File: src/rtl/macarray_seq_pkg.sv
// Shared types and constants for the MAC-array control sequencer.
// Holds the FSM state encoding, MNT field layout and SRAM geometry.
package macarray_pkg;

    localparam int DIM       = 8;
    localparam int AW_IW     = 3;
    localparam int AW_O      = 4;
    localparam int MNT_W     = 12;
    localparam int FLD_W     = 4;
    localparam int MNT_M_LSB = 8;
    localparam int MNT_N_LSB = 4;
    localparam int MNT_T_LSB = 0;

    typedef enum logic [2:0] {
        ST_IDLE,
        ST_LDW,
        ST_RD,
        ST_WAIT,
        ST_WR_LO,
        ST_WR_HI,
        ST_ZERO,
        ST_FIN
    } state_t;

    // A job dimension is usable only when it lies in 1..DIM.
    function automatic logic fld_ok(input logic [FLD_W-1:0] f);
        return (f != '0) && (f <= FLD_W'(DIM));
    endfunction

endpackage

File: src/rtl/macarray_seq_if.sv
// Job request / SRAM-control bundle between the top level, the sequencer and the datapath.
// The sequencer uses the slave view; whoever issues jobs and watches strobes uses master.
interface macarray_seq_if;
    import macarray_pkg::*;

    logic               start;
    logic [MNT_W-1:0]   mnt;
    logic               busy;
    logic               done;
    logic               err;
    logic [FLD_W-1:0]   cfg_m;
    logic [FLD_W-1:0]   cfg_n;
    logic               en_w;
    logic [AW_IW-1:0]   addr_w;
    logic               en_i;
    logic [AW_IW-1:0]   addr_i;
    logic               wld;
    logic [AW_IW-1:0]   wld_idx;
    logic               ivld;
    logic               en_o;
    logic               rw_o;
    logic [AW_O-1:0]    addr_o;
    logic               osel;
    logic               ozero;

    modport slave (
        input  start, mnt,
        output busy, done, err, cfg_m, cfg_n,
               en_w, addr_w, en_i, addr_i, wld, wld_idx, ivld,
               en_o, rw_o, addr_o, osel, ozero
    );

    modport master (
        output start, mnt,
        input  busy, done, err, cfg_m, cfg_n,
               en_w, addr_w, en_i, addr_i, wld, wld_idx, ivld,
               en_o, rw_o, addr_o, osel, ozero
    );

endinterface

File: src/rtl/macarray_seq.sv
// Control sequencer for the 8x8 INT8 MAC array: loads weights, streams input rows,
// writes result halves and zero-fills the unused tail of the output SRAM.
//
// state   | meaning
// --------+--------------------------------------------------------------
// IDLE    | waiting for a START rising edge
// LDW     | weight SRAM read j = 0..M-1 (WLD for row j follows one cycle later)
// RD      | input SRAM read for row t
// WAIT    | DP_LAT cycles of datapath latency, IVLD in the first one
// WR_LO   | write columns 0-3 of row t to ADDR_O = 2t
// WR_HI   | write columns 4-7 of row t to ADDR_O = 2t+1
// ZERO    | write zeros to ADDR_O = 2T..15
// FIN     | one-cycle DONE pulse, BUSY already low
module macarray_seq
    import macarray_pkg::*;
#(
    parameter int DP_LAT = 1
)
(
    input  logic           i_clk,
    input  logic           i_rst_n,
    macarray_seq_if.slave  bus
);

    localparam logic [1:0] WAIT_INIT = 2'(DP_LAT - 1);

    state_t             r_state;
    logic               r_start_q;
    logic [FLD_W-1:0]   r_m;
    logic [FLD_W-1:0]   r_n;
    logic [FLD_W-1:0]   r_tc;
    logic [3:0]         r_j;
    logic [3:0]         r_t;
    logic [1:0]         r_wait;
    logic [3:0]         r_za;

    logic               r_busy;
    logic               r_done;
    logic               r_err;
    logic               r_en_w;
    logic [AW_IW-1:0]   r_addr_w;
    logic               r_en_i;
    logic [AW_IW-1:0]   r_addr_i;
    logic               r_wld;
    logic [AW_IW-1:0]   r_wld_idx;
    logic               r_ivld;
    logic               r_en_o;
    logic               r_rw_o;
    logic [AW_O-1:0]    r_addr_o;
    logic               r_osel;
    logic               r_ozero;

    logic [FLD_W-1:0]   w_m;
    logic [FLD_W-1:0]   w_n;
    logic [FLD_W-1:0]   w_t;
    logic               w_cfg_ok;
    logic               w_accept;
    logic [3:0]         w_j_nxt;
    logic [3:0]         w_t_nxt;
    logic [3:0]         w_za_nxt;

    assign w_m      = bus.mnt[MNT_M_LSB +: FLD_W];
    assign w_n      = bus.mnt[MNT_N_LSB +: FLD_W];
    assign w_t      = bus.mnt[MNT_T_LSB +: FLD_W];
    assign w_cfg_ok = fld_ok(w_m) && fld_ok(w_n) && fld_ok(w_t);
    assign w_accept = bus.start && !r_start_q && (r_state == ST_IDLE);
    assign w_j_nxt  = r_j + 4'd1;
    assign w_t_nxt  = r_t + 4'd1;
    assign w_za_nxt = r_za + 4'd1;

    always_ff @(posedge i_clk or negedge i_rst_n) begin
        if (!i_rst_n) begin
            r_state   <= ST_IDLE;
            r_start_q <= 1'b0;
            r_m       <= '0;
            r_n       <= '0;
            r_tc      <= '0;
            r_j       <= '0;
            r_t       <= '0;
            r_wait    <= '0;
            r_za      <= '0;
            r_busy    <= 1'b0;
            r_done    <= 1'b0;
            r_err     <= 1'b0;
            r_en_w    <= 1'b0;
            r_addr_w  <= '0;
            r_en_i    <= 1'b0;
            r_addr_i  <= '0;
            r_wld     <= 1'b0;
            r_wld_idx <= '0;
            r_ivld    <= 1'b0;
            r_en_o    <= 1'b0;
            r_rw_o    <= 1'b0;
            r_addr_o  <= '0;
            r_osel    <= 1'b0;
            r_ozero   <= 1'b0;
        end else begin
            r_start_q <= bus.start;

            // Strobes and addresses describe the state being entered; idle by default.
            r_done    <= 1'b0;
            r_err     <= 1'b0;
            r_en_w    <= 1'b0;
            r_addr_w  <= '0;
            r_en_i    <= 1'b0;
            r_addr_i  <= '0;
            r_wld     <= 1'b0;
            r_wld_idx <= '0;
            r_ivld    <= 1'b0;
            r_en_o    <= 1'b0;
            r_rw_o    <= 1'b0;
            r_addr_o  <= '0;
            r_osel    <= 1'b0;
            r_ozero   <= 1'b0;

            case (r_state)
                ST_IDLE: begin
                    if (w_accept) begin
                        if (!w_cfg_ok) begin
                            r_err <= 1'b1;
                        end else begin
                            r_m     <= w_m;
                            r_n     <= w_n;
                            r_tc    <= w_t;
                            r_j     <= '0;
                            r_busy  <= 1'b1;
                            r_en_w  <= 1'b1;
                            r_state <= ST_LDW;
                        end
                    end
                end

                ST_LDW: begin
                    r_wld     <= 1'b1;
                    r_wld_idx <= r_j[AW_IW-1:0];
                    if (r_j == r_m - 4'd1) begin
                        r_t     <= '0;
                        r_en_i  <= 1'b1;
                        r_state <= ST_RD;
                    end else begin
                        r_j      <= w_j_nxt;
                        r_en_w   <= 1'b1;
                        r_addr_w <= w_j_nxt[AW_IW-1:0];
                    end
                end

                ST_RD: begin
                    r_ivld  <= 1'b1;
                    r_wait  <= WAIT_INIT;
                    r_state <= ST_WAIT;
                end

                ST_WAIT: begin
                    if (r_wait == 2'd0) begin
                        r_en_o   <= 1'b1;
                        r_rw_o   <= 1'b1;
                        r_addr_o <= {r_t[AW_O-2:0], 1'b0};
                        r_state  <= ST_WR_LO;
                    end else begin
                        r_wait <= r_wait - 2'd1;
                    end
                end

                ST_WR_LO: begin
                    r_en_o   <= 1'b1;
                    r_rw_o   <= 1'b1;
                    r_addr_o <= {r_t[AW_O-2:0], 1'b1};
                    r_osel   <= 1'b1;
                    r_state  <= ST_WR_HI;
                end

                ST_WR_HI: begin
                    if (r_t == r_tc - 4'd1) begin
                        if (r_tc == FLD_W'(DIM)) begin
                            r_busy  <= 1'b0;
                            r_done  <= 1'b1;
                            r_state <= ST_FIN;
                        end else begin
                            r_za     <= {r_tc[AW_O-2:0], 1'b0};
                            r_en_o   <= 1'b1;
                            r_rw_o   <= 1'b1;
                            r_ozero  <= 1'b1;
                            r_addr_o <= {r_tc[AW_O-2:0], 1'b0};
                            r_state  <= ST_ZERO;
                        end
                    end else begin
                        r_t      <= w_t_nxt;
                        r_en_i   <= 1'b1;
                        r_addr_i <= w_t_nxt[AW_IW-1:0];
                        r_state  <= ST_RD;
                    end
                end

                ST_ZERO: begin
                    // Tail counter terminates at the last output word rather than wrapping.
                    if (r_za == 4'hF) begin
                        r_busy  <= 1'b0;
                        r_done  <= 1'b1;
                        r_state <= ST_FIN;
                    end else begin
                        r_za     <= w_za_nxt;
                        r_en_o   <= 1'b1;
                        r_rw_o   <= 1'b1;
                        r_ozero  <= 1'b1;
                        r_addr_o <= w_za_nxt;
                    end
                end

                ST_FIN: begin
                    r_state <= ST_IDLE;
                end

                default: begin
                    r_busy  <= 1'b0;
                    r_state <= ST_IDLE;
                end
            endcase
        end
    end

    assign bus.busy    = r_busy;
    assign bus.done    = r_done;
    assign bus.err     = r_err;
    assign bus.cfg_m   = r_m;
    assign bus.cfg_n   = r_n;
    assign bus.en_w    = r_en_w;
    assign bus.addr_w  = r_addr_w;
    assign bus.en_i    = r_en_i;
    assign bus.addr_i  = r_addr_i;
    assign bus.wld     = r_wld;
    assign bus.wld_idx = r_wld_idx;
    assign bus.ivld    = r_ivld;
    assign bus.en_o    = r_en_o;
    assign bus.rw_o    = r_rw_o;
    assign bus.addr_o  = r_addr_o;
    assign bus.osel    = r_osel;
    assign bus.ozero   = r_ozero;

endmodule

File: src/flat_wrapper.sv
// flat-port wrapper written by rule: the top's interface ports become plain ports
module macarray_seq_flat import macarray_pkg::*;
#(
    parameter int DP_LAT = 1
)
  (i_clk, i_rst_n, bus_start, bus_mnt, bus_busy, bus_done, bus_err, bus_cfg_m, bus_cfg_n, bus_en_w, bus_addr_w, bus_en_i, bus_addr_i, bus_wld, bus_wld_idx, bus_ivld, bus_en_o, bus_rw_o, bus_addr_o, bus_osel, bus_ozero);
  macarray_seq_if bus_i ();
  input  logic i_clk;
  input  logic i_rst_n;
  input wire logic [$bits(bus_i.start)-1:0] bus_start;
  input wire logic [$bits(bus_i.mnt)-1:0] bus_mnt;
  output wire logic [$bits(bus_i.busy)-1:0] bus_busy;
  output wire logic [$bits(bus_i.done)-1:0] bus_done;
  output wire logic [$bits(bus_i.err)-1:0] bus_err;
  output wire logic [$bits(bus_i.cfg_m)-1:0] bus_cfg_m;
  output wire logic [$bits(bus_i.cfg_n)-1:0] bus_cfg_n;
  output wire logic [$bits(bus_i.en_w)-1:0] bus_en_w;
  output wire logic [$bits(bus_i.addr_w)-1:0] bus_addr_w;
  output wire logic [$bits(bus_i.en_i)-1:0] bus_en_i;
  output wire logic [$bits(bus_i.addr_i)-1:0] bus_addr_i;
  output wire logic [$bits(bus_i.wld)-1:0] bus_wld;
  output wire logic [$bits(bus_i.wld_idx)-1:0] bus_wld_idx;
  output wire logic [$bits(bus_i.ivld)-1:0] bus_ivld;
  output wire logic [$bits(bus_i.en_o)-1:0] bus_en_o;
  output wire logic [$bits(bus_i.rw_o)-1:0] bus_rw_o;
  output wire logic [$bits(bus_i.addr_o)-1:0] bus_addr_o;
  output wire logic [$bits(bus_i.osel)-1:0] bus_osel;
  output wire logic [$bits(bus_i.ozero)-1:0] bus_ozero;
  assign bus_i.start = bus_start;
  assign bus_i.mnt = bus_mnt;
  assign bus_busy = bus_i.busy;
  assign bus_done = bus_i.done;
  assign bus_err = bus_i.err;
  assign bus_cfg_m = bus_i.cfg_m;
  assign bus_cfg_n = bus_i.cfg_n;
  assign bus_en_w = bus_i.en_w;
  assign bus_addr_w = bus_i.addr_w;
  assign bus_en_i = bus_i.en_i;
  assign bus_addr_i = bus_i.addr_i;
  assign bus_wld = bus_i.wld;
  assign bus_wld_idx = bus_i.wld_idx;
  assign bus_ivld = bus_i.ivld;
  assign bus_en_o = bus_i.en_o;
  assign bus_rw_o = bus_i.rw_o;
  assign bus_addr_o = bus_i.addr_o;
  assign bus_osel = bus_i.osel;
  assign bus_ozero = bus_i.ozero;
  macarray_seq #(.DP_LAT(DP_LAT)) u_core (.i_clk(i_clk), .i_rst_n(i_rst_n), .bus(bus_i));
endmodule
File: config.mk
export PLATFORM = sky130hd
export DESIGN_NAME = macarray_seq_flat
export DESIGN_NICKNAME = d
export VERILOG_FILES = /design/src/rtl/macarray_seq_pkg.sv /design/src/rtl/macarray_seq_if.sv /design/src/rtl/macarray_seq.sv /design/src/flat_wrapper.sv
export SDC_FILE = /design/constraint.sdc
export NUM_CORES = 1
export LEC_CHECK = 0
export ABC_AREA = 0
export BUFFER_PORTS_ARGS = -buffer_cell sky130_fd_sc_hd__buf_2
export CORE_AREA = 2 2 76 78
export DETAILED_ROUTE_END_ITERATION = 6
export DIE_AREA = 0 0 78 80
export PLACE_DENSITY_LB_ADDON = 0.1
export REMOVE_ABC_BUFFERS = 1
export SLEW_MARGIN = 20
export SYNTH_ARGS = -nofsm -noshare
export SYNTH_HDL_FRONTEND = slang
export SYNTH_SLANG_ARGS = --single-unit
File: constraint.sdc
create_clock -name i_clk -period 3.1 [get_ports i_clk]
set_clock_uncertainty 0.2 [all_clocks]
set_input_delay 0.155 -clock i_clk [delete_from_list [all_inputs] [get_ports i_clk]]
set_output_delay 0.155 -clock i_clk [all_outputs]
set_load 0.02 [all_outputs]
==> results.txt <==
CTS root buf - clkbuf_8
Hpwl dp - 3800 µm
Synthesis-stage register bit count - 53
Min cycle time layout - 2.38 ns
Pwr dens - 958 mW/mm²
Peak supply drop - 0.481 mV
Final Wtd Congestion - 0.819
Ports - 47
Setup repair after global routing missed its margin - no
Initial antenna violation count - 0
Worst-path clk slew - 0.09 ns
CTS tree - built
Slew Limit Headroom - 0.467
Nets@finish - 331
DR DRC count - 0
Insertion delay to the later sink of the worst-skew pair - 0.31 ns
Die Wd - 78 µm
Worst EP required - 3.10 ns
Die Y - 80 µm
Final hold vios - 0
Worst Max-Slew Pin Slew - 0.799 ns
CTS Buffer Depth - 2
CP Capture Type - register
Synth unique cells - 57
Initial detailed-routing violation count - 111
Setup-failing EPs final - 0
Status - finished, final reports clean
Slew Viols, Final - 0
Hold_ws - 0.259 ns
Synth top area share - 0.505
Synth top cells by count - dfrtp_1 (53), nor2_1 (18), inv_1 (16), nand2_1 (16), o21ai_0 (11)
CTS buffer count - 5
Clock sinks - 53
Routed Antenna Nets - 0
Pleak - 0.00162 µW
Asr flop ratio synth - 1.00
Wire per inst - 14.2 µm
Post-synthesis cell count - 243
Routed via count - 1964
Core area - 0.00541 mm²
First-pass GRT wire length - 9040 µm
Rows - 27
Yosys warning total - 0
Reg2reg setup slack - 0.72 ns
Total track usage - 0.187
Worst setup SP type - register
CTS HTree Levels - 2
Count leader, synth - dfrtp_1
Pin count of the biggest net entering global routing - 37
# diodes - 0
Synth top area cells - dfrtp_1 (51%), ha_1 (4.8%), mux2_1 (3.4%), xnor2_1 (3.0%), nor2_1 (2.6%)
Die ar. - 0.00624 mm²
DRT Wirelength - 5390 µm
Leading area contributor after synthesis - dfrtp_1
# fillers - 468
Vias in the first global route - 1824
Tcrit/Tclk final - 0.767
Seq/Total Area, Yosys - 0.505
Grt ovf - 0
Worst Path Arrival - 2.38 ns
FF-to-FF path depth - 7
Synth-to-Final Area Change - 21.6%
Max-cap viol count - 0
Cell area after synthesis - 0.00262 mm²
Final core utilization - 0.591
DRT Pass-1 Iters - 4
Post-CTS sizing - 0
Port Buffers - 46
Layout cells sized above 1 - 0.215
Initial Util - 0.485
HP Class - in2async
Top_reg_cell synth - dfrtp_1
Fmax - 0.421 GHz
Vias per inst - 5.18
Syn Area/Cell - 10.8 µm²
Number of synthesized flops with an enable pin - 0
Worst setup path class - reg2reg
Critical path fanouts, max - 16
## sequential cells by signal (all words and copies together), names as in the netlist, 2 cells and up
signal,cells
u_core.bus.addr_w,3
u_core.r_wait,2
u_core.r_j,4
u_core.bus.addr_i,3
u_core.bus.wld_idx,3
u_core.bus.addr_o,4
u_core.r_za,4
u_core.bus.cfg_n,4
u_core.r_tc,4
u_core.r_state,3
u_core.bus.cfg_m,4
u_core.r_t,4
## critical path, cell delays in order, from the launching register on
cell	delay [ns]
dfrtp_1	0.41
inv_1	0.11
ha_1	0.27
nor2b_1	0.28
nand3b_1	0.18
nor3_2	0.22
buf_4	0.25
mux2_1	0.34
## final timing paths
| path | startpoint | to |
|---|---|---|
| max in group asynchronous | i_rst_n | u_core.r_tc[0] |
| min in group i_clk | u_core.bus.cfg_n[0] | u_core.bus.cfg_n[0] |
| worst min-delay path | i_rst_n | u_core.bus.en_o |
| worst min register to register | u_core.bus.cfg_n[0] | u_core.bus.cfg_n[0] |
| worst max-delay path | u_core.r_state[0] | u_core.r_tc[3] |
| worst max register to register | u_core.r_state[0] | u_core.r_tc[3] |
## cell usage in the layout, fill, tap and decap left out, types with 3 or more instances in the layout
cell type      instances
a211o_1                3
a21o_1                 3
a21oi_1               10
a22o_1                 3
and2_1                 4
buf_2                 46
buf_4                  3
clkbuf_8               6
dfrtp_1               53
dlygate4sd3_1         14
ha_1                  10
inv_1                 16
mux2_1                 8
nand2_1               16
nand2b_1               3
nand3_1                7
nor2_1                18
nor2b_1                3
nor3_1                 4
o21ai_0               11
o31ai_1                7
or2_2                  3
xnor2_1                9
xor2_1                 4
## metal layers
| metal | track usage | up-vias | wire [µm] |
|---|---|---|---|
| li1 | - | 980 | - |
| met1 | 0.274 | 932 | 2700 |
| met2 | 0.282 | 44 | 2370 |
| met3 | 0.0271 | 8 | 226 |
| met4 | 0.0737 | 0 | 95 |
| met5 | 0 | - | 0 |
## what timing repair did
action | in CTS | in global routing
hold buffers | 14 | 0
setup buffers | 0 | 0
endpoints found under the setup margin | 0 | 0
endpoints found under the hold margin | 48 | 0
## power by group
part | total [µW] | internal (µW) | switching (µW)
Sequential | 1130 | 926 | 205
Clock | 488 | 264 | 225
Combinational | 1440 | 612 | 826
Total | 3060 | 1800 | 1260
## cell type report
cell class	instances	area, µm²	share of cell area
clock buffers	7	86.3	0.0270
repair buffers	63	393	0.123
well taps	72	90.1	0.0282
inverters	16	60.1	0.0188
multi-input cells	167	1210	0.378
flip-flops and latches	53	1330	0.416
clock inverters	1	30.0	0.00941
## stage by stage
stage	instance area (µm²)	instances	setup WS [ns]	setup TNS (ns)	total power [µW]
2_1_floorplan	2590	236	-0.0599	-0.120	2180
3_3_place_gp	2940	357	0.735	0	2560
3_5_place_dp	2940	357	0.751	0	2570
4_1_cts	3190	379	0.719	0	3080
5_1_grt	3190	379	0.502	0	3300
6_report	3190	379	0.722	0	3060
## cell families after synthesis
group | count (synthesis) | share of synthesized area
AOI/OAI and AO/OA | 55 | 0.147
xor gates and xnor gates | 15 | 0.0610
adders and majority gates | 10 | 0.0477
buffers and inverters | 23 | 0.0367
DFF | 53 | 0.505
muxes | 11 | 0.0482
and+or+nand+nor | 76 | 0.154
Power figures use the tool's default switching activity.
